--- src/rtl/cory_latency_mq.sv ---
// Latency-injecting in-order queue: D entries, each with its own countdown; build with CORY_LATENCY_MQ_STAT_EN for statistics.
// Latency: an item accepted with latency k is presented after edge t+k, so never sooner than the next cycle.
// Backpressure: o_a_r comes from registered occupancy only; the head waits on o_z_v until i_z_r takes it.
module cory_latency_mq #(
  parameter int N = 8,
  parameter int L = 8,
  parameter int D = 4,
  parameter int S = 1
) (
  input  logic                 clk,
  input  logic                 reset,
  input  logic                 i_a_v,
  input  logic [N-1:0]         i_a_d,
  output logic                 o_a_r,
  output logic                 o_z_v,
  output logic [N-1:0]         o_z_d,
  input  logic                 i_z_r,
  input  logic [1:0]           i_mode,
  input  logic [L-1:0]         i_lat_min,
  input  logic [L-1:0]         i_lat_max,
  output logic [$clog2(D):0]   o_occ,
  output logic [31:0]          o_cnt_in,
  output logic [31:0]          o_cnt_out,
  output logic [$clog2(D):0]   o_peak_occ
);
  localparam int AW = $clog2(D);
  localparam logic [15:0] SEED = (16'(S) == 16'd0) ? 16'd1 : 16'(S);
  localparam logic [L-1:0] R_INIT = L'(S);
  localparam logic [AW:0] DEPTH = (AW+1)'(D);

  logic [D-1:0]  vld_q, vld_d;
  logic [N-1:0]  dat_q [D];
  logic [N-1:0]  dat_d [D];
  logic [L-1:0]  cnt_q [D];
  logic [L-1:0]  cnt_d [D];
  logic [AW-1:0] wr_ptr_q, wr_ptr_d, rd_ptr_q, rd_ptr_d;
  logic [AW:0]   occ_q, occ_d;
  logic          en_q, en_d;
  logic [15:0]   lfsr_q, lfsr_d;
  logic [L-1:0]  r_q, r_d;

  logic          accept, deliver;
  logic [L:0]    span, rnd_off;
  logic [L-1:0]  lat;

  assign o_a_r   = en_q && (occ_q < DEPTH);
  assign o_z_v   = vld_q[rd_ptr_q] && (cnt_q[rd_ptr_q] == '0);
  assign o_z_d   = dat_q[rd_ptr_q];
  assign o_occ   = occ_q;
  assign accept  = i_a_v && o_a_r;
  assign deliver = o_z_v && i_z_r;

  // Random offset is drawn from the low L bits of the LFSR (L <= 16).
  always_comb begin
    span    = {1'b0, i_lat_max} - {1'b0, i_lat_min} + (L+1)'(1);
    rnd_off = '0;
    if (i_lat_max > i_lat_min) rnd_off = {1'b0, lfsr_q[L-1:0]} % span;
    case (i_mode)
      2'd0:    lat = '0;
      2'd1:    lat = i_lat_min;
      2'd2:    lat = L'({1'b0, i_lat_min} + rnd_off);
      default: lat = r_q;
    endcase
  end

  always_comb begin
    vld_d    = vld_q;
    dat_d    = dat_q;
    cnt_d    = cnt_q;
    wr_ptr_d = wr_ptr_q;
    rd_ptr_d = rd_ptr_q;
    lfsr_d   = lfsr_q;
    r_d      = r_q;
    en_d     = 1'b1;
    for (int i = 0; i < D; i++) begin
      if (vld_q[i] && cnt_q[i] != '0) cnt_d[i] = cnt_q[i] - 1'b1;
    end
    if (deliver) begin
      vld_d[rd_ptr_q] = 1'b0;
      rd_ptr_d        = rd_ptr_q + 1'b1;
      r_d             = L'(32'(r_q) * 32'd21 + 32'd1);
    end
    // Accept is blocked when full, so the write slot never aliases the head.
    if (accept) begin
      vld_d[wr_ptr_q] = 1'b1;
      dat_d[wr_ptr_q] = i_a_d;
      cnt_d[wr_ptr_q] = lat;
      wr_ptr_d        = wr_ptr_q + 1'b1;
      lfsr_d          = {1'b0, lfsr_q[15:1]} ^ (lfsr_q[0] ? 16'hB400 : 16'h0000);
    end
    occ_d = occ_q + (AW+1)'(accept) - (AW+1)'(deliver);
  end

  always_ff @(posedge clk or posedge reset) begin
    if (reset) begin
      vld_q    <= '0;
      wr_ptr_q <= '0;
      rd_ptr_q <= '0;
      occ_q    <= '0;
      en_q     <= 1'b0;
      lfsr_q   <= SEED;
      r_q      <= R_INIT;
      for (int i = 0; i < D; i++) begin
        dat_q[i] <= '0;
        cnt_q[i] <= '0;
      end
    end else begin
      vld_q    <= vld_d;
      dat_q    <= dat_d;
      cnt_q    <= cnt_d;
      wr_ptr_q <= wr_ptr_d;
      rd_ptr_q <= rd_ptr_d;
      occ_q    <= occ_d;
      en_q     <= en_d;
      lfsr_q   <= lfsr_d;
      r_q      <= r_d;
    end
  end

`ifdef CORY_LATENCY_MQ_STAT_EN
  logic [31:0] cnt_in_q, cnt_in_d, cnt_out_q, cnt_out_d;
  logic [AW:0] peak_q, peak_d;

  // Peak follows next occupancy so it never lags o_occ.
  always_comb begin
    cnt_in_d  = cnt_in_q + 32'(accept);
    cnt_out_d = cnt_out_q + 32'(deliver);
    peak_d    = (occ_d > peak_q) ? occ_d : peak_q;
  end

  always_ff @(posedge clk or posedge reset) begin
    if (reset) begin
      cnt_in_q  <= '0;
      cnt_out_q <= '0;
      peak_q    <= '0;
    end else begin
      cnt_in_q  <= cnt_in_d;
      cnt_out_q <= cnt_out_d;
      peak_q    <= peak_d;
    end
  end

  assign o_cnt_in   = cnt_in_q;
  assign o_cnt_out  = cnt_out_q;
  assign o_peak_occ = peak_q;
`else
  assign o_cnt_in   = '0;
  assign o_cnt_out  = '0;
  assign o_peak_occ = '0;
`endif
endmodule

--- config.mk ---
export PLATFORM = sky130hd
export DESIGN_NAME = cory_latency_mq
export DESIGN_NICKNAME = d
export VERILOG_FILES = /design/src/rtl/cory_latency_mq.sv
export SDC_FILE = /design/constraint.sdc
export NUM_CORES = 1
export LEC_CHECK = 0
export CAP_MARGIN = 20
export CORE_MARGIN = 5
export CORE_UTILIZATION = 46
export DETAILED_ROUTE_END_ITERATION = 12
export PLACE_DENSITY = 0.71
export SLEW_MARGIN = 10
export SYNTH_ARGS = -nofsm -noshare
export SYNTH_HDL_FRONTEND = slang
export SYNTH_SLANG_ARGS = --single-unit
--- constraint.sdc ---
create_clock -name clk -period 13.3 [get_ports clk]
set_input_delay 1.33 -clock clk [delete_from_list [all_inputs] [get_ports clk]]
set_output_delay 1.33 -clock clk [all_outputs]
set_load 0.005 [all_outputs]
## Word-level counts from Yosys, hierarchy flattened

Cells that the tools add are included.

- Reductions and logical operators: 17
- Bitwise gates (word level): 6
- Equality and inequality tests: 2
- $add $sub $neg: 12
- Multipliers: 1
- Div/mod/pow operators: 1
- Shift-type cells: 0
- Magnitude comparators: 9
- Mux-type cells: 26

Operators by type and width:

| operator | number |
|---|---|
| two-way mux 8 bit | 10 |
| bitwise mux 32 bit | 2 |
| binary-select mux 8 bit (select 2 bit) | 2 |
| two-way mux 32 bit | 1 |
| nonzero test 8 bit | 4 |
| subtractor 8 x 1 -> 8 bit, second input constant | 4 |
| one-hot mux 8 bit (3 select lines) | 1 |
| demux 8 bit (select 2 bit) | 1 |
| two-way mux 16 bit | 1 |
| XOR 15 x 16 -> 16 bit | 1 |
| logical AND 1 bit | 11 |
| adder 9 x 1 -> 9 bit, second input constant | 1 |
| remainder unit 8 x 9 -> 9 bit | 1 |
| subtractor 8 x 8 -> 9 bit | 1 |
| adder 8 x 1 -> 8 bit, second input constant | 1 |
| adder 8 bit | 1 |
| > comparator 8 bit | 1 |
| logical NOT 8 bit | 1 |
| multiplier 8 x 5 -> 8 bit, second input constant | 1 |
| two-way mux 4 bit | 2 |
| greater-or-equal comparator 3 bit, second input constant | 2 |
| less-than comparator 2 x 3 -> 1 bit, second input constant | 2 |
| NOT 2 -> 3 bit | 2 |
| adder 2 x 1 -> 2 bit, second input constant | 2 |
| 14 further kinds | 18 |

- Bits in latches: 0
- Bits in read-only memories: 0
- Memory bits (writable): 0
- Input bits: 30
- Memories kept: 0
- Output and inout port bits: 80
- Register bits: 100
- Logic and storage cells: 89

## Longest topological paths before layout

Gate-level depths: netlist of the first run.

- Word-level depth: 10
- Mapped depth: 79
- Gate-level depth less buffers: 75

## Worst setup path after synthesis of the first run

OpenSTA, ideal clock, no wires.

- Kind: input port to flip-flop
- Start: input i_lat_min[1]
- End: register cnt_q[15] (netlist name)
- Setup time: 77 ps
- Buffers on the path: 5
- Setup slack: -3329 ps
- Stages on the path: 75
- Arrival: 16551 ps
- Path through: inv_1 -> ha_1 -> inv_1 -> ha_1 -> fa_1 -> nand2b_1 -> a2111oi_0 -> a211oi_2 -> nand4_2 -> buf_2 -> nor2_1 -> a31oi_1 -> ha_1 -> o21a_1 -> o21a_1 -> nor2_1 -> or4b_4 -> and2_1 -> (+39 left out) -> nand2_1 -> o21bai_1 -> a21oi_1 -> nor2_1 -> a21oi_1 -> clkbuf_1 -> nor2_1 -> a21bo_1 -> ha_1 -> nand3_1 -> o2111ai_1 -> o211ai_1 -> xnor2_1 -> and3_1 -> o21ai_0 -> a21oi_1 -> nor3_1 -> a21oi_1

RTL lines:

| what | line | RTL |
|---|---|---|
| start, declared | 19 | `input logic [L-1:0] i_lat_min,` |
| end signal, assigned | 110 | `cnt_q <= cnt_d;` |
| end, declared | 34 | `logic [L-1:0] cnt_q [D];` |

==> run metrics, run 1 <==
run status finished with violations; failing checks setup timing; Num CTS Buffers 9; area leader, netlist dfrtp_1; period utilisation layout 116.3%; Max Cap Viol 0; H-tree levels 3; worst skew pair latency 0.34 ns; register area roughly 2500 um2; DR vias 8,620; Area Overhead vs Synth 42.60%; synth top area cells dfrtp_1, ha_1, mux2_2; port buffer count 42; Post-synth EDFFs 0; worst slew pin tran 1.051 ns; Post-synth top flop dfrtp_1; Setup Skew 0.006658 ns; post-route insts no fill 1,594; reg2reg setup slack -0.39 ns; Initial Util a little under half; Clk pin slew, worst setup/hold paths 0.07 ns; final setup margin -2.174 ns; vias per inst ~5.4; clk root buf clkbuf_16; synth unique cells 75; post-route cell area 12,920 um2; DR DRC count 0; Synth Register Bits 100; worst path required time 13.52 ns; WL final 27,460 um; die area 22,600 um2; top-level I/O count 110; count of final max-slew check failures 0; Mapped Cells 1,031; most frequent cell after synthesis ha_1; final hold vios 0; Max Clk Rate 64.62 MHz; DPL Wire Length 18,500 um; Startpoint Class primary input; Die H 150.3 um; Die X 150.3 um; crit end category flip-flop; Max VDD drop between 80 and 90 uV; Synth warnings 0; clock tree sinks 100; placed cell count 1,497; sequential area share after synthesis between 20% and 30%; Crit path arrival time 15.70 ns; largest net degree at the start of global routing 78; Commonest cells post-synth ha_1, dfrtp_1, nand2_1; DRT antenna net count 0; max_slew headroom 29.79%; Filler cells 1,460; WL per Instance ~17 um; CP max FO 6; CTS tree yes; average size of a mapped cell 8.788 um2; Total GRT Usage 22.83%; first-pass GRT wire length 41,700 um; Setup-failing EPs final 32; share of layout cells above drive strength 1 39.16%; Post-Syn Area 9060 um2; RSZ-0062 raised after global routing true; Final GP Congestion 0.9188; first drt pass iteration count 5; initial antenna violation count 1; multi-input logic area around 7000 um2; Max Root-Sink Buffers 2; minimum clock period after layout 15.47 ns; pwr/cell area 192.5 nW/um2; CP max stage cell fa_2; initial DRC count 567; crit-path max cell delay just under 0.7 ns; remaining global-route overflow 0; Hold Crit Class flip-flop to flip-flop; row count 51; Synth async-reset ratio 100.0%; fin util between 60 and 70%; vias in the first global route 8,606; share of the synthesized area in the top cell type 27.07%; CP Class primary input to flip-flop; placed cell areas 11,270 um2; Pleak 5.942 nW; final net count ~1,500; core area 19,400 um2
-- cells in the final DEF, fill, tap and decap left out, types with 15 or more instances in the layout --
cell type	n
ha_4	28
xor2_1	19
a21oi_2	16
xnor2_1	47
o21ai_0	42
ha_1	68
buf_4	256
nand2_1	89
nor3_1	33
clkdlybuf4s50_1	26
nor2_1	57
buf_6	15
mux2_2	41
inv_1	60
conb_1	69
a21o_1	16
a21oi_1	50
dfrtp_1	98
-- worst max-delay path: cells and delay by family --
kind / cells / cell delay (ns)
AO/OA/AOI/OAI: 37 / 6.52
XOR/XNOR: 1 / 0.13
adder cells (fa/ha/maj): 10 / 3.01
buffers and inverters: 10 / 1.18
multiplexers: 2 / 0.56
AND/OR/NAND/NOR: 18 / 2.88
-- final cells by class --
cell class | count | area share, %
sequential | 100 | 19.39
timing repair buffer | 311 | 19.23
multi-input combinational | 829 | 54.10
tap | 265 | 2.566
clock inverter | 2 | 0.4648
inverter | 72 | 2.266
antenna | 1 | 0.01937
clock buffer | 14 | 1.966
-- flip-flops by register name, summed over array words and instances (netlist names) --
register / flops
cnt_q: 32
dat_q: 32
lfsr_q: 16
r_q: 8
vld_q: 4
o_occ: 3
rd_ptr_q: 2
wr_ptr_q: 2
en_q: 1
-- power by group --
group	total, mW	switching, mW	internal, mW
Sequential	0.557	0.114	0.443
Clock	0.278	0.107	0.170
Combinational	1.65	0.765	0.888
-- what timing repair did --
item | 4_1_cts | 5_1_grt
setup buffers | 53 | 28
gates cloned | 3 | 0
pin swaps | 94 | 74
gates resized for setup | 156 | 61
hold buffers | 0 | 0
endpoints found under the setup margin | 32 | 32
-- metal layers --
metal / global-route usage, % / routed length [um]
met1: 30.09 / 11810
met2: 38.33 / 13420
met3: 3.432 / 1237
met4: 7.823 / 986
met5: 0 / 0
-- stage by stage --
stage	hold WS [ns]	TNS (ns)	setup WS, ns	power, mW
final	0.4713	-52.96	-2.174	2.487
after global routing	0.5027	-72.51	-2.854	2.649
after CTS	0.4748	-37.29	-1.611	2.322
after detailed placement	0.4527	-86.65	-3.128	1.872
after global placement	0.4532	-73.84	-2.742	1.834
after floorplan	0.4386	-43.92	-1.886	1.374
-- cell families after synthesis --
logic type | count (synthesis) | share of synthesized area [%]
and+or+nand+nor | 301 | 16.03
AOI/OAI and AO/OA | 222 | 15.84
buffers and inverters | 170 | 9.860
adders and majority gates | 107 | 15.44
DFF | 100 | 27.65
xor gates and xnor gates | 69 | 6.670
muxes | 60 | 8.424
other | 2 | 0.08289
-- worst paths after layout --
kind / start / end / depth (start not counted)
worst max-delay path: i_lat_min[4] / cnt_q[31] / 78
worst min-delay path: lfsr_q[15] / lfsr_q[14] / 2
worst max register to register: lfsr_q[7] / cnt_q[31] / 71
worst min register to register: lfsr_q[15] / lfsr_q[14] / 2
max in group asynchronous: reset / cnt_q[18] / 3
min in group asynchronous: reset / dat_q[22] / 2
Power figures use the tool's default switching activity.
==> run 2, diff against run 1 <==
REMOVE_ABC_BUFFERS = 1   (was not set)
==> run 2 against run 1 <==
  * The flow still finishes with violations (setup timing)
  * Flip-flop and latch count unchanged
  * Clock power decreased by 5%
  * First-iteration DRC count decreased by 17%
  * Wire length decreased by 4.9%
  * Utilization decreased by 0.77 points
  * Sequential power decreased by 1%
  * Power decreased by 5.0%
  * Clock-buffer cell count decreased by 4
==> run metrics, run 2 (synthesis results as in run 1) <==
Die X 150.3 um; Final GP Congestion 0.9468; busiest grt layer met2; Num CTS Buffers 9; clock tree sinks 100; Max VDD drop approximately 120 uV; initial antenna violation count 0; Die H 150.3 um; clk root buf clkbuf_16; overall power 2.362 mW; Initial Util a little under half; final hold vios 0; Clk pin slew, worst setup/hold paths 0.07 ns; Worst R2R Start lfsr_q[7]; Hold Crit Class flip-flop to flip-flop; vias in the first global route 8,413; GRT met3 Usage 3.462%; initial DRC count 473; hold wc startpoint lfsr_q[9]; Total GRT Usage around 22%; CTS tree yes; largest net degree at the start of global routing 77; worst slew pin tran 1.209 ns; WL per Instance 16.54 um; placed cell areas 10,980 um2; # hold bufs at CTS 0; max_slew headroom 19.21%; run status finished with violations; Startpoint Class primary input; register area 2505 um2; Setup Skew 0.009401 ns; first-pass GRT wire length about 41,000 um; RSZ-0062 raised after global routing true; worst path required time 13.57 ns; DPL Wire Length 17,850 um; DRT antenna net count 0; share of layout cells above drive strength 1 38.96%; Filler cells 1,474; core area 19,400 um2; port buffer count 42; CP Class primary input to flip-flop; DR DRC count 0; Max Root-Sink Buffers 2; first drt pass iteration count 5; Crit path arrival time 15.36 ns; Setup-failing EPs final 32; GR Layer Usage met2 36.94%; post-route cell area 12,770 um2; Max Clk Rate 66.27 MHz; failing checks setup timing; worst skew pair latency 0.35 ns; WL final around 26,000 um; minimum clock period after layout around 15 ns; diode count 0; Worst Hold Margin 0.4703 ns; die area 22,600 um2; top-level I/O count 110; CP max stage cell fa_2; multi-input logic area between 6000 and 7000 um2; DR vias 8,511; Top Registers cnt_q x32, dat_q x32, lfsr_q x16; CP max FO 7; crit end category flip-flop; vias per inst ~5.4; Critical Path Source i_lat_min[5]; final setup margin -1.791 ns; crit-path max cell delay 0.64 ns; M1 GR Usage between 20 and 30%; leading cell type in the layout, fill and taps excluded buf_4; remaining global-route overflow 0; row count 51; pwr/cell area 185.0 nW/um2; period utilisation layout 113.5%; count of final max-slew check failures 0; H-tree levels 3; commonest non-fill, non-tap cells in the layout buf_4, dfrtp_1, nand2_1; final net count around 1,400; Max Cap Viol 0; Pleak 5.863 nW; Area Overhead vs Synth 40.95%
[run 2: changes by cell type in the layout (fill, tap and decap cells not counted), moves of 3 or more]
cell / before / now
ha_4: 28 / 31
inv_8: 0 / 3
buf_4: 256 / 243
a21oi_2: 16 / 19
clkbuf_1: 4 / 0
ha_1: 68 / 65
[run 2: stage by stage]
stage / setup TNS, ns / setup WS (ns) / utilization (%) / cells
2_1_floorplan: -114.96 / -4.147 / - / 1000
3_3_place_gp: -87.40 / -3.131 / 56.60 / 1510
3_5_place_dp: -97.23 / -3.496 / 56.60 / 1510
4_1_cts: -33.56 / -1.479 / 63.20 / 1559
5_1_grt: -58.26 / -2.319 / 65.83 / 1579
6_report: -41.91 / -1.791 / 65.83 / 1579
[run 2: what timing repair did]
| item | CTS | global route |
|---|---|---|
| resized for setup | 209 | 85 |
| endpoints found under the hold margin | 0 | 0 |
| setup buffers | 32 | 20 |
| pin swaps | 90 | 83 |
| cloned | 1 | 0 |
| setup endpoints to repair | 32 | 32 |
[run 2: path summary, 6_finish.rpt]
check / to / slack [ns] / cells after the start
max reg2reg: cnt_q[31] / -0.12 / 72
min reg2reg: lfsr_q[8] / 0.47 / 2
min: lfsr_q[8] / 0.47 / 2
min in group asynchronous: r_q[2] / 1.30 / 2
max in group asynchronous: cnt_q[27] / 10.78 / 3
max: cnt_q[31] / -1.79 / 76
[run 2: area by class of cell]
class | count | share of cell area (%)
Clock buffer | 10 | 1.871
Clock inverter | 6 | 0.5095
Inverter | 72 | 2.254
Multi-Input combinational cell | 828 | 54.56
Sequential cell | 100 | 19.62
Tap cell | 265 | 2.597
Timing Repair Buffer | 298 | 18.60
[run 2: per-layer routing]
layer	vias to the layer above	part of all wire (%)
li1	4044	-
met1	4133	44
met2	267	48
met3	67	4.7
met4	0	3.3
met5	-	0
[run 2: report_power, final]
group	leakage [nW]	internal (mW)	switching (mW)	total (mW)
combinational	4.52	0.832	0.716	1.55
sequential	1.20	0.442	0.108	0.550
clock	0.143	0.138	0.127	0.264
total	5.86	1.41	0.950	2.36
[run 2: critical path: cells and delay by family]
kind            cells  cell delay [ns]
compound gates     34             5.83
xor+xnor            1             0.14
fa+ha+maj           9             2.78
buf+inv            11             1.52
mux                 1             0.31
simple gates       20             3.44
==> run 3, diff against run 2 <==
CTS_BUF_LIST = sky130_fd_sc_hd__clkbuf_2 sky130_fd_sc_hd__clkbuf_4 sky130_fd_sc_hd__clkbuf_8   (was not set)
==> run 3 against run 2 <==
  * The run still ends with setup timing left
  * Final area shrank 0.89%
  * Sequential share of layout area increased by 0.18 points
  * Clock power shrank 24%
  * Register-to-register slack worse by 0.03 ns
  * Critical endpoint unchanged
  * Highest routed layer unchanged
==> run metrics, run 3 (synthesis results as in run 1) <==
CP max stage cell fa_2; remaining global-route overflow 0; share of layout cells above drive strength 1 38.92%; port buffer count 42; vias in the first global route 8,333; # hold bufs at CTS 0; core area around 19,000 um2; Setup Skew 0.02093 ns; worst path required time 13.61 ns; pwr/cell area 180.7 nW/um2; first drt pass iteration count 5; commonest non-fill, non-tap cells in the layout buf_4, dfrtp_1, nand2_1; Startpoint Class primary input; Setup-failing EPs final 32; count of final max-slew check failures 0; Total GRT Usage between 20% and 30%; Worst R2R Start lfsr_q[7]; worst slew pin tran 1.198 ns; worst skew pair latency about 0.4 ns; Final GP Congestion 0.9468; overall power 2.287 mW; Area Overhead vs Synth 39.69%; crit-path max cell delay 0.52 ns; row count 51; largest net degree at the start of global routing 77; CTS tree yes; Max Root-Sink Buffers 2; r2r endpoint cnt_q[31]; Die H 150.3 um; Max Cap Viol 0; Initial Util 46.70%; Hold Crit Class flip-flop to flip-flop; WL final between 20,000 and 30,000 um; Pleak 5.809 nW; DRT antenna net count 0; Max VDD drop 112.8 uV; diode count 0; initial DRC count 458; clk root buf clkbuf_8; Max Clk Rate ~66 MHz; Clk pin slew, worst setup/hold paths 0.10 ns; Die X 150.3 um; final hold vios 0; die area 22,600 um2; dpl ws -3.496 ns; Fin Setup TNS -39.65 ns; first-pass GRT wire length between 40,000 and 50,000 um; final net count 1,445; failing checks setup timing; DR vias 8,489; most used cell, CP ha_4; vias per inst between 5 and 6; H-tree levels 3; reg2reg setup slack -0.15 ns; DR DRC count 0; DPL Wire Length 17,850 um; hold depth 2; CP max FO 7; Hold Path Sink lfsr_q[8]; Crit path arrival time 15.37 ns; top-level I/O count between 100 and 150; Top Registers cnt_q x32, dat_q x32, lfsr_q x16; CP Class primary input to flip-flop; initial antenna violation count 0; minimum clock period after layout 15.06 ns; leading cell type in the layout, fill and taps excluded buf_4; Num CTS Buffers 9; WL per Instance around 16 um; max_slew headroom about a fifth; period utilisation layout 113.2%; run status finished with violations; final setup margin -1.757 ns; RSZ-0062 raised after global routing true; hold wc startpoint lfsr_q[9]; crit end category flip-flop; clock tree sinks 100; R2R depth 69
run 3: timing repair:
action | in CTS | in global routing
cloned | 1 | 0
endpoints found under the hold margin | 0 | 0
gates resized for setup | 209 | 79
setup endpoints to repair | 32 | 32
pin swaps | 90 | 81
buffers inserted | 32 | 20
run 3: area by class of cell:
type                            instances  area, um2
Clock buffer                           10      137.6
Sequential cell                       100       2505
Multi-Input combinational cell        828       6969
Tap cell                              265      331.6
Timing Repair Buffer                  297       2362
Fill cell                            1507       6743
Clock inverter                          6      65.06
Inverter                               72      285.3
run 3: worst max-delay path: cells and delay by family:
family / cells / cell delay (ns)
simple gates: 18 / 3.17
fa+ha+maj: 9 / 2.60
xor+xnor: 1 / 0.14
compound gates: 32 / 5.87
mux: 2 / 0.66
buf+inv: 11 / 1.57
run 3: routing by layer:
| layer | part of all wire [%] | global-route usage (%) | up-vias |
|---|---|---|---|
| li1 | - | - | 4048 |
| met1 | 44 | 29.65 | 4106 |
| met2 | 48 | 36.56 | 266 |
| met3 | 5.2 | 3.311 | 69 |
| met4 | 3.3 | 7.319 | 0 |
| met5 | 0 | 0 | - |
run 3: worst max-delay path by stage:
stage | startpoint | end | cells past startpoint
floorplan | i_lat_min[1] | cnt_q[15] | 71
global placement | i_lat_min[1] | cnt_q[23] | 74
detailed placement | i_lat_min[1] | cnt_q[15] | 77
CTS | i_lat_min[2] | cnt_q[31] | 77
global route | i_lat_max[7] | cnt_q[31] | 75
finish | i_lat_min[5] | cnt_q[31] | 73
run 3: report_power, final:
part / internal [mW] / total (mW) / switching, mW
registers: 0.442 / 0.549 / 0.107
logic: 0.830 / 1.54 / 0.709
clock network: 0.0786 / 0.200 / 0.121
run 3: stage by stage:
step                util, %  hold WS, ns  std cells  instance area (um2)
global route          65.24       0.5012       1578                12660
CTS                   62.68       0.4843       1559                12160
finish                65.24       0.4781       1578                12660
detailed placement    56.60       0.4574       1510                10980
global placement      56.60       0.4499       1510                10980
floorplan                 -       0.4386       1000                 8688
